**config.mk**
```make
export PLATFORM = sky130hd
export DESIGN_NAME = wb_port_arbiter_flat
export DESIGN_NICKNAME = d
export VERILOG_FILES = /design/src/rtl/wb_port_arbiter_pkg.sv /design/src/rtl/wb_port_arbiter_if.sv /design/src/rtl/wb_port_arbiter_hold_buf.sv /design/src/rtl/wb_port_arbiter.sv /design/src/flat_wrapper.sv
export SDC_FILE = /design/constraint.sdc
export NUM_CORES = 1
export LEC_CHECK = 0
export BUFFER_PORTS_ARGS = -buffer_cell sky130_fd_sc_hd__clkbuf_2
export CAP_MARGIN = 20
export CORE_ASPECT_RATIO = 0.7
export CORE_MARGIN = 2
export CORE_UTILIZATION = 40
export DETAILED_ROUTE_END_ITERATION = 6
export PLACE_DENSITY = 0.82
export SYNTH_ARGS = -nofsm -noshare
export SYNTH_HDL_FRONTEND = slang
export SYNTH_SLANG_ARGS = --single-unit
```
**constraint.sdc**
```tcl
create_clock -name clk -period 1.4 [get_ports clk]
set_input_delay 0.21 -clock clk [delete_from_list [all_inputs] [get_ports clk]]
set_output_delay 0.21 -clock clk [all_outputs]
set_load 0.005 [all_outputs]
```
**src/rtl/wb_port_arbiter_pkg.sv**
```systemverilog
// wb_port_arbiter_pkg: register widths and FSM encoding shared by the
// write-back port arbiter and its holding buffer.
package wb_port_arbiter_pkg;

  localparam int REG_DATA_WIDTH = 32;
  localparam int REG_ADDR_WIDTH = 5;

  typedef enum logic [1:0] {
    WBA_EMPTY = 2'd0,  // nothing pending
    WBA_HELD  = 2'd1,  // one long-latency result buffered
    WBA_FORCE = 2'd2   // one-cycle pipeline stall while the buffer drains
  } wba_state_e;

  // Width of a saturating counter that must hold every value 0..max.
  function automatic int cnt_width(input int max);
    return (max < 1) ? 1 : $clog2(max + 1);
  endfunction

endpackage

```
**src/rtl/wb_port_arbiter_if.sv**
```systemverilog
// wb_port_arbiter_if: pipeline WB, long-latency source, register-file write
// port and hazard-unit visibility, bundled for the write-back port arbiter.
interface wb_port_arbiter_if #(
  parameter int DATA_W = wb_port_arbiter_pkg::REG_DATA_WIDTH,
  parameter int ADDR_W = wb_port_arbiter_pkg::REG_ADDR_WIDTH
);
  logic              pipe_we;
  logic [ADDR_W-1:0] pipe_rd;
  logic [DATA_W-1:0] pipe_data;
  logic              pipe_stall;
  logic              lr_valid;
  logic              lr_ready;
  logic [ADDR_W-1:0] lr_rd;
  logic [DATA_W-1:0] lr_data;
  logic              rf_we;
  logic [ADDR_W-1:0] rf_waddr;
  logic [DATA_W-1:0] rf_wdata;
  logic              buf_busy;
  logic [ADDR_W-1:0] buf_rd;

  // Arbiter side.
  modport slave (
    input  pipe_we, pipe_rd, pipe_data, lr_valid, lr_rd, lr_data,
    output pipe_stall, lr_ready, rf_we, rf_waddr, rf_wdata, buf_busy, buf_rd
  );

  // Pipeline / long-latency unit / register file side.
  modport master (
    output pipe_we, pipe_rd, pipe_data, lr_valid, lr_rd, lr_data,
    input  pipe_stall, lr_ready, rf_we, rf_waddr, rf_wdata, buf_busy, buf_rd
  );
endinterface

```
**src/rtl/wb_port_arbiter_hold_buf.sv**
```systemverilog
// wb_port_arbiter_hold_buf: one-entry holding register (valid, rd, data) for
// a long-latency result waiting for the register-file write port.
module wb_port_arbiter_hold_buf #(
  parameter int DATA_W = 32,
  parameter int ADDR_W = 5
) (
  input  logic              clk,
  input  logic              rst,
  input  logic              load_i,
  input  logic              drop_i,
  input  logic [ADDR_W-1:0] rd_i,
  input  logic [DATA_W-1:0] data_i,
  output logic              valid_o,
  output logic [ADDR_W-1:0] rd_o,
  output logic [DATA_W-1:0] data_o
);
  logic              valid_q;
  logic [ADDR_W-1:0] rd_q;
  logic [DATA_W-1:0] data_q;

  // Capture on load; drop only clears valid, rd/data are don't-care when empty.
  always_ff @(posedge clk or negedge rst) begin
    if (!rst) begin
      valid_q <= 1'b0;
      rd_q    <= '0;
      data_q  <= '0;
    end else if (load_i) begin
      valid_q <= 1'b1;
      rd_q    <= rd_i;
      data_q  <= data_i;
    end else if (drop_i) begin
      valid_q <= 1'b0;
    end
  end

  assign valid_o = valid_q;
  assign rd_o    = rd_q;
  assign data_o  = data_q;
endmodule

```
**src/rtl/wb_port_arbiter.sv**
```systemverilog
// wb_port_arbiter: shares the single register-file write port between the
// in-order WB path and one buffered long-latency result. The pipeline wins
// the port; the buffer drains on an idle slot or is squashed by a WAW write.
// Optional feature macro WB_ARB_STARVE_EN: after STARVE_MAX consecutive lost
// slots, stall the pipeline for one cycle to force the drain.
module wb_port_arbiter
  import wb_port_arbiter_pkg::*;
#(
  parameter int DATA_W     = REG_DATA_WIDTH,
  parameter int ADDR_W     = 5,
  parameter int STARVE_MAX = 4
) (
  input logic              clk,
  input logic              rst,
  wb_port_arbiter_if.slave bus
);
  wba_state_e        state_q;
  logic              pipe_req, waw, lr_take;
  logic              grant_pipe, grant_buf, buf_drop;
  logic              buf_valid;
  logic [ADDR_W-1:0] buf_rd;
  logic [DATA_W-1:0] buf_data;
  logic              rf_we_q;
  logic [ADDR_W-1:0] rf_waddr_q;
  logic [DATA_W-1:0] rf_wdata_q;

`ifdef WB_ARB_STARVE_EN
  localparam int               CNT_W   = cnt_width(STARVE_MAX);
  localparam logic [CNT_W-1:0] CNT_MAX = CNT_W'(STARVE_MAX);
  logic [CNT_W-1:0] starve_cnt_q, starve_cnt_d;

  // Saturating increment of the lost-arbitration count.
  always_comb begin
    starve_cnt_d = (starve_cnt_q == CNT_MAX) ? starve_cnt_q : starve_cnt_q + 1'b1;
  end
`else
  // STARVE_MAX only shapes the forced-drain logic; keep it referenced so the
  // parameter list is identical in both builds.
  if (STARVE_MAX < 0) begin : g_starve_max_unused
  end
`endif

  wb_port_arbiter_hold_buf #(
    .DATA_W(DATA_W),
    .ADDR_W(ADDR_W)
  ) u_hold (
    .clk    (clk),
    .rst    (rst),
    .load_i (lr_take),
    .drop_i (buf_drop),
    .rd_i   (bus.lr_rd),
    .data_i (bus.lr_data),
    .valid_o(buf_valid),
    .rd_o   (buf_rd),
    .data_o (buf_data)
  );

  // Grant decode: who owns the write port this cycle and whether the buffer empties.
  always_comb begin
    pipe_req   = bus.pipe_we && (bus.pipe_rd != '0);
    waw        = pipe_req && (bus.pipe_rd == buf_rd);
    // x0 results complete the handshake but are never buffered.
    lr_take    = bus.lr_valid && (state_q == WBA_EMPTY) && (bus.lr_rd != '0);
    grant_pipe = 1'b0;
    grant_buf  = 1'b0;
    buf_drop   = 1'b0;
    case (state_q)
      WBA_EMPTY: grant_pipe = pipe_req;
      WBA_HELD: begin
        if (pipe_req) begin
          grant_pipe = 1'b1;
          buf_drop   = waw;  // newer pipeline write makes the buffered one stale
        end else begin
          grant_buf  = 1'b1;
          buf_drop   = 1'b1;
        end
      end
      WBA_FORCE: begin
        // pipe_* ignored: the stalled pipeline re-presents next cycle
        grant_buf = 1'b1;
        buf_drop  = 1'b1;
      end
      default: ;
    endcase
  end

  // FSM plus registered register-file write port.
  always_ff @(posedge clk or negedge rst) begin
    if (!rst) begin
      state_q      <= WBA_EMPTY;
      rf_we_q      <= 1'b0;
      rf_waddr_q   <= '0;
      rf_wdata_q   <= '0;
`ifdef WB_ARB_STARVE_EN
      starve_cnt_q <= '0;
`endif
    end else begin
      rf_we_q <= grant_pipe | grant_buf;
      if (grant_pipe) begin
        rf_waddr_q <= bus.pipe_rd;
        rf_wdata_q <= bus.pipe_data;
      end else if (grant_buf) begin
        rf_waddr_q <= buf_rd;
        rf_wdata_q <= buf_data;
      end
`ifdef WB_ARB_STARVE_EN
      starve_cnt_q <= '0;
`endif
      case (state_q)
        WBA_EMPTY: if (lr_take) state_q <= WBA_HELD;
        WBA_HELD: begin
          if (!pipe_req || waw) state_q <= WBA_EMPTY;
`ifdef WB_ARB_STARVE_EN
          else if (starve_cnt_d == CNT_MAX) state_q <= WBA_FORCE;
          else starve_cnt_q <= starve_cnt_d;
`endif
        end
        default: state_q <= WBA_EMPTY;  // FORCE drains in exactly one cycle
      endcase
    end
  end

  assign bus.lr_ready = (state_q == WBA_EMPTY);
`ifdef WB_ARB_STARVE_EN
  assign bus.pipe_stall = (state_q == WBA_FORCE);
`else
  assign bus.pipe_stall = 1'b0;
`endif
  assign bus.rf_we    = rf_we_q;
  assign bus.rf_waddr = rf_waddr_q;
  assign bus.rf_wdata = rf_wdata_q;
  assign bus.buf_busy = buf_valid;
  assign bus.buf_rd   = buf_rd;
endmodule

```
**src/flat_wrapper.sv**
```systemverilog
// flat-port wrapper written by rule: the top's interface ports become plain ports
module wb_port_arbiter_flat import wb_port_arbiter_pkg::*;
#(
  parameter int DATA_W     = REG_DATA_WIDTH,
  parameter int ADDR_W     = 5,
  parameter int STARVE_MAX = 4
)
  (clk, rst, bus_pipe_we, bus_pipe_rd, bus_pipe_data, bus_lr_valid, bus_lr_rd, bus_lr_data, bus_pipe_stall, bus_lr_ready, bus_rf_we, bus_rf_waddr, bus_rf_wdata, bus_buf_busy, bus_buf_rd);
  wb_port_arbiter_if #(.DATA_W(DATA_W), .ADDR_W(ADDR_W)) bus_i ();
  input logic clk;
  input logic rst;
  input wire logic [$bits(bus_i.pipe_we)-1:0] bus_pipe_we;
  input wire logic [$bits(bus_i.pipe_rd)-1:0] bus_pipe_rd;
  input wire logic [$bits(bus_i.pipe_data)-1:0] bus_pipe_data;
  input wire logic [$bits(bus_i.lr_valid)-1:0] bus_lr_valid;
  input wire logic [$bits(bus_i.lr_rd)-1:0] bus_lr_rd;
  input wire logic [$bits(bus_i.lr_data)-1:0] bus_lr_data;
  output wire logic [$bits(bus_i.pipe_stall)-1:0] bus_pipe_stall;
  output wire logic [$bits(bus_i.lr_ready)-1:0] bus_lr_ready;
  output wire logic [$bits(bus_i.rf_we)-1:0] bus_rf_we;
  output wire logic [$bits(bus_i.rf_waddr)-1:0] bus_rf_waddr;
  output wire logic [$bits(bus_i.rf_wdata)-1:0] bus_rf_wdata;
  output wire logic [$bits(bus_i.buf_busy)-1:0] bus_buf_busy;
  output wire logic [$bits(bus_i.buf_rd)-1:0] bus_buf_rd;
  assign bus_i.pipe_we = bus_pipe_we;
  assign bus_i.pipe_rd = bus_pipe_rd;
  assign bus_i.pipe_data = bus_pipe_data;
  assign bus_i.lr_valid = bus_lr_valid;
  assign bus_i.lr_rd = bus_lr_rd;
  assign bus_i.lr_data = bus_lr_data;
  assign bus_pipe_stall = bus_i.pipe_stall;
  assign bus_lr_ready = bus_i.lr_ready;
  assign bus_rf_we = bus_i.rf_we;
  assign bus_rf_waddr = bus_i.rf_waddr;
  assign bus_rf_wdata = bus_i.rf_wdata;
  assign bus_buf_busy = bus_i.buf_busy;
  assign bus_buf_rd = bus_i.buf_rd;
  wb_port_arbiter #(.DATA_W(DATA_W), .ADDR_W(ADDR_W), .STARVE_MAX(STARVE_MAX)) u_core (.clk(clk), .rst(rst), .bus(bus_i));
endmodule
```
Word level (Yosys, flattened, before mapping)

Cells that the tools add are included.

Equality and inequality tests: 5
Reduce and logical (&&, ||, !) cells: 12
Multiplexer cells: 15
Bitwise gates (word level): 1

Operators by type and width:

| operator           | count |
|---|---|
| $mux 32            | 2 |
| $mux 5             | 2 |
| $reduce_bool 5->1  | 2 |
| $pmux 1 s2         | 3 |
| $eq 5x5->1         | 1 |
| $mux 1             | 5 |
| $logic_and 1x1->1  | 4 |
| $mux 2             | 2 |
| $ne 2x1->1 const B | 2 |
| $pmux 2 s2         | 1 |
| $reduce_bool 2->1  | 2 |
| $eq 2x1->1 const B | 1 |
| $eq 2x2->1 const B | 1 |
| $logic_not 2->1    | 1 |
| $reduce_and 2->1   | 1 |
| $logic_not 1->1    | 1 |
| $logic_or 1x1->1   | 1 |
| $or 1x1->1         | 1 |

Word-level logic and storage cells: 40
Output and inout bits: 46
Input bits: 78
Register bits after elaboration: 78

Longest topological paths before layout

Depth after elaboration: 7
Depth in mapped cells: 6
Depth with buffers taken out: 4

Hierarchy

From an unflattened synthesis, not the netlist that was laid out.

Cell total of the unflattened synthesis: 262
Area total of the unflattened synthesis: 3,363.2 um2

Modules (own cells, without submodules):

| module                   | times used | area each (um2) | sequential area each (um2) | cells each |
|---|---|---|---|---|
| wb_port_arbiter          | 1          | 1,874.3         | 975.9                      | 181 |
| wb_port_arbiter_hold_buf | 1          | 1,488.9         | 950.9                      | 81 |

Worst setup path before layout

No wires, ideal clock.

Path kind: input -> register
Start: input port bus_lr_rd[0]
End: register u_core.u_hold.data_q[5], in the netlist u_core.u_hold.data_o[5]
Path buffers: 2
Setup time: 0.125 ns
Cell stages on the path: 5
Arrival: 1.488 ns
Required time: 1.275 ns
Slack: -0.213 ns
Cell sequence: or4_4 -> o21ai_2 -> buf_6 -> buf_8 -> mux2_2

Longest elaborated chain between the ends: 2

Ends and longest elaborated chain:

| item                 | RTL line                       | text |
|---|---|---|
| from (decl)          | flat_wrapper.sv:16             | `input wire logic [$bits(bus_i.lr_rd)-1:0] bus_lr_rd;` |
| $reduce_bool 5->1    | wb_port_arbiter.sv:63          | `lr_take = bus.lr_valid && (state_q == WBA_EMPTY) && (bus.lr_rd != '0);` |
| $logic_and 1x1->1    | wb_port_arbiter.sv:63          |  |
| to (signal assigned) | wb_port_arbiter_hold_buf.sv:30 | `data_q <= data_i;` |
| to (decl)            | wb_port_arbiter_hold_buf.sv:19 | `logic [DATA_W-1:0] data_q;` |

No other way between the ends.
A chain may end at the register's enable or synchronous reset.

Worst setup path after layout

Start: input port bus_lr_rd[0]
End: register u_core.u_hold.data_q[23], in the netlist u_core.u_hold.data_o[23]

Same word-level chain as after synthesis.

==> implementation parameters <==
Parameter                              Value

Outcome
  Status    finished, final reports clean

CTS
  CTS max path bufs    2
  Number of sinks driven by the clock tree    77
  Number of buffers added by the clock tree synthesis step    9
  Deepest level of the CTS H-tree    3
  Clock transition at path regs    0.06 ns
  Root Buffer Master    clkbuf_16
  Clk_lat worst skew    0.32 ns
  Clock tree from TritonCTS    yes

Global routing
  Total track usage    0.170
  Antenna violations before repair    0
  Pin count of the biggest net entering global routing    78
  Wire length of the first global-routing pass    12000 um
  Grt total ovfl    0
  Vias in the first global route    2485

Placement
  HPWL after detailed placement    5320 um
  Count of buffers inserted at the top-level ports    122
  Cell total after placement    a little under 500
  Placed cell areas    roughly 0.0041 mm2
  Weighted congestion reported at the end of routability-driven placement    0.767

Yosys
  Number of synthesized register bits    77
  Sequential element share of the synthesized area    0.587
  Most numerous cell in the Yosys netlist    dfrtp_1
  Number of warnings reported in the yosys synthesis log    0
  Cell count after synthesis    around 270
  Most used flip-flop cell after synthesis    dfrtp_1
  Post-synthesis cell type count    24
  Count of flip-flops with a built-in enable after synthesis    0
  Post-synthesis async set-or-reset flop share    1.00
  Most common library cells after synthesis    dfrtp_1 (77), a21oi_1 (37), mux2i_1 (37), nor2_1 (37), mux2_2 (33)
  Leading post-synthesis cells by cell area    dfrtp_1 (59%), mux2_2 (11%), mux2i_1 (11%)
  Average size of a mapped cell    around 12 um2
  Area leader, netlist    dfrtp_1
  Syn Std Cell Area    0.00328 mm2
  Share of the synthesized area in the top cell type    0.587
  Synthesized netlist net count    345

Finish
  Multi-input combinational cell area    around 0.0013 mm2
  Area delta synth->final    35.6%
  Post-layout instance count excluding filler cells    509
  Fraction of layout cells with a size suffix above 1    0.475
  Number of fill cells    between 600 and 700
  Count of inserted antenna diode cells    0
  Net total in the final layout    481
  Storage cell area    just under 0.002 mm2
  Final Cell Area    between 0.004 and 0.005 mm2

Floorplan
  Die Span X    112 um
  Die Span Y    79.8 um
  Die footprint    ~0.0090 mm2
  Boundary pin count    124
  Number of rows in the core area    27
  Core footprint    0.00791 mm2
  Starting Density    0.415

Setup path
  Class of the most critical setup path    in -> reg
  Setup crit end kind    register
  Crit path required time    about 1.6 ns
  Arrival time of data at the critical path endpoint    1.60 ns
  Kind of launch point of the worst setup path    input port
  Maximum net fanout on the critical path    20

Power and ir drop
  Leakage component of the power    about 2.2 nW
  Total power divided by cell area    1560 mW/mm2
  Maximum vdd drop    915 uV

Route
  DRC violation count after routing    0
  Number of design-rule violations left by the first detailed-router iteration    between 100 and 150
  Number of vias per cell    4.80
  Via count    2443
  Drt first pass iters    6
  ANT nets after route    0
  Post-DR wirelength/cell    14.2 um
  Routed wire length    7240 um

STA
  Final hold vios    0
  Final critical-path required period    1.40 ns
  Final worst path period share    0.999
  Hold Worst Slack    0.114 ns
  Top achievable clock speed    0.715 GHz
  Setup violation total in the final timing report    0
  Max-slew violations    0
  Clk_skew    0.00603 ns
  Unrepaired setup endpoints after global routing    yes

Run
  Number of max-cap violations    0

Hold path
  Hold Crit Class    in -> reg
[cell usage in the layout, fill, tap and decap left out, drive strengths merged, types with 3 or more instances in the layout]
cell type,n
nand2,10
xnor2,3
mux2,33
a21oi,37
dfrtp,77
buf,20
clkbuf,133
nor2,37
mux2i,37
[metal layers]
layer  up-vias  wire [um]  GRT usage
li1       1190          -          -
met1      1165       3460      0.228
met2        84       3300      0.264
met3         4        454     0.0607
met4         0         35     0.0427
met5         -          0          0
[sequential cells by signal (all words and copies together) (netlist names)]
signal / flops
u_core.u_hold.data_o: 32
u_core.state_q: 1
u_core.bus.rf_wdata: 32
u_core.u_hold.rd_o: 5
u_core.bus.rf_waddr: 5
u_core.u_hold.valid_o: 1
u_core.bus.rf_we: 1
[critical path, cell delays in order]
cell and delay, ns:
clkbuf_2 0.09, or4_4 0.54, o21ai_4 0.21, buf_12 0.20, mux2_2 0.34
[area by class of cell]
class                      instances  area share
sequential                        77       0.433
inverter                           2     0.00169
clock inverter                     4      0.0107
tap                              101      0.0284
multi-input combinational        171       0.282
clock buffer                      12      0.0553
timing repair buffer             142       0.189
[stage by stage]
step	setup slack, ns	TNS, ns	utilization	total power, mW
2_1_floorplan	-0.209	-4.36	-	3.99
3_3_place_gp	-0.303	-16.29	0.524	4.65
3_5_place_dp	-0.334	-17.83	0.524	4.73
4_1_cts	0.00605	0	0.562	7.03
5_1_grt	-0.0204	-0.231	0.563	7.36
6_report	0.00171	0	0.563	6.94
[kinds of logic (layout without fill, tap and decap cells)]
family | Yosys count | count (layout) | synth area share
XOR/XNOR | 5 | 5 | 0.0133
AO/OA/AOI/OAI | 43 | 43 | 0.0712
multiplexers | 70 | 70 | 0.226
buffers and inverters | 19 | 160 | 0.0373
AND/OR/NAND/NOR | 52 | 52 | 0.0644
other | 1 | 1 | 0.00114
flip-flops | 77 | 77 | 0.587
[final timing paths]
check	from	to	slack (ns)	cells after the start
worst max-delay path	bus_lr_rd[0]	u_core.u_hold.data_o[23]	0.002	5
worst min-delay path	bus_lr_data[9]	u_core.u_hold.data_o[9]	0.11	2
worst max register to register	u_core.state_q[0]	u_core.u_hold.rd_o[2]	0.04	5
worst min register to register	u_core.u_hold.data_o[27]	u_core.u_hold.data_o[27]	0.51	1
max in group asynchronous	rst	u_core.state_q[0]	0.57	3
min in group asynchronous	rst	u_core.bus.rf_wdata[2]	0.44	3
[power by group]
group / switching, mW / internal [mW]
sequential: 0.307 / 2.74
combinational: 0.711 / 0.925
clock: 0.841 / 1.42
total: 1.86 / 5.09
[timing repair]
action	CTS	global route
buffers inserted	0	1
resized for setup	1	1
cloned	0	0
endpoints found under the setup margin	1	29
endpoints found under the hold margin	77	0
hold buffers	1	0
(Power assumes the default switching activity.)
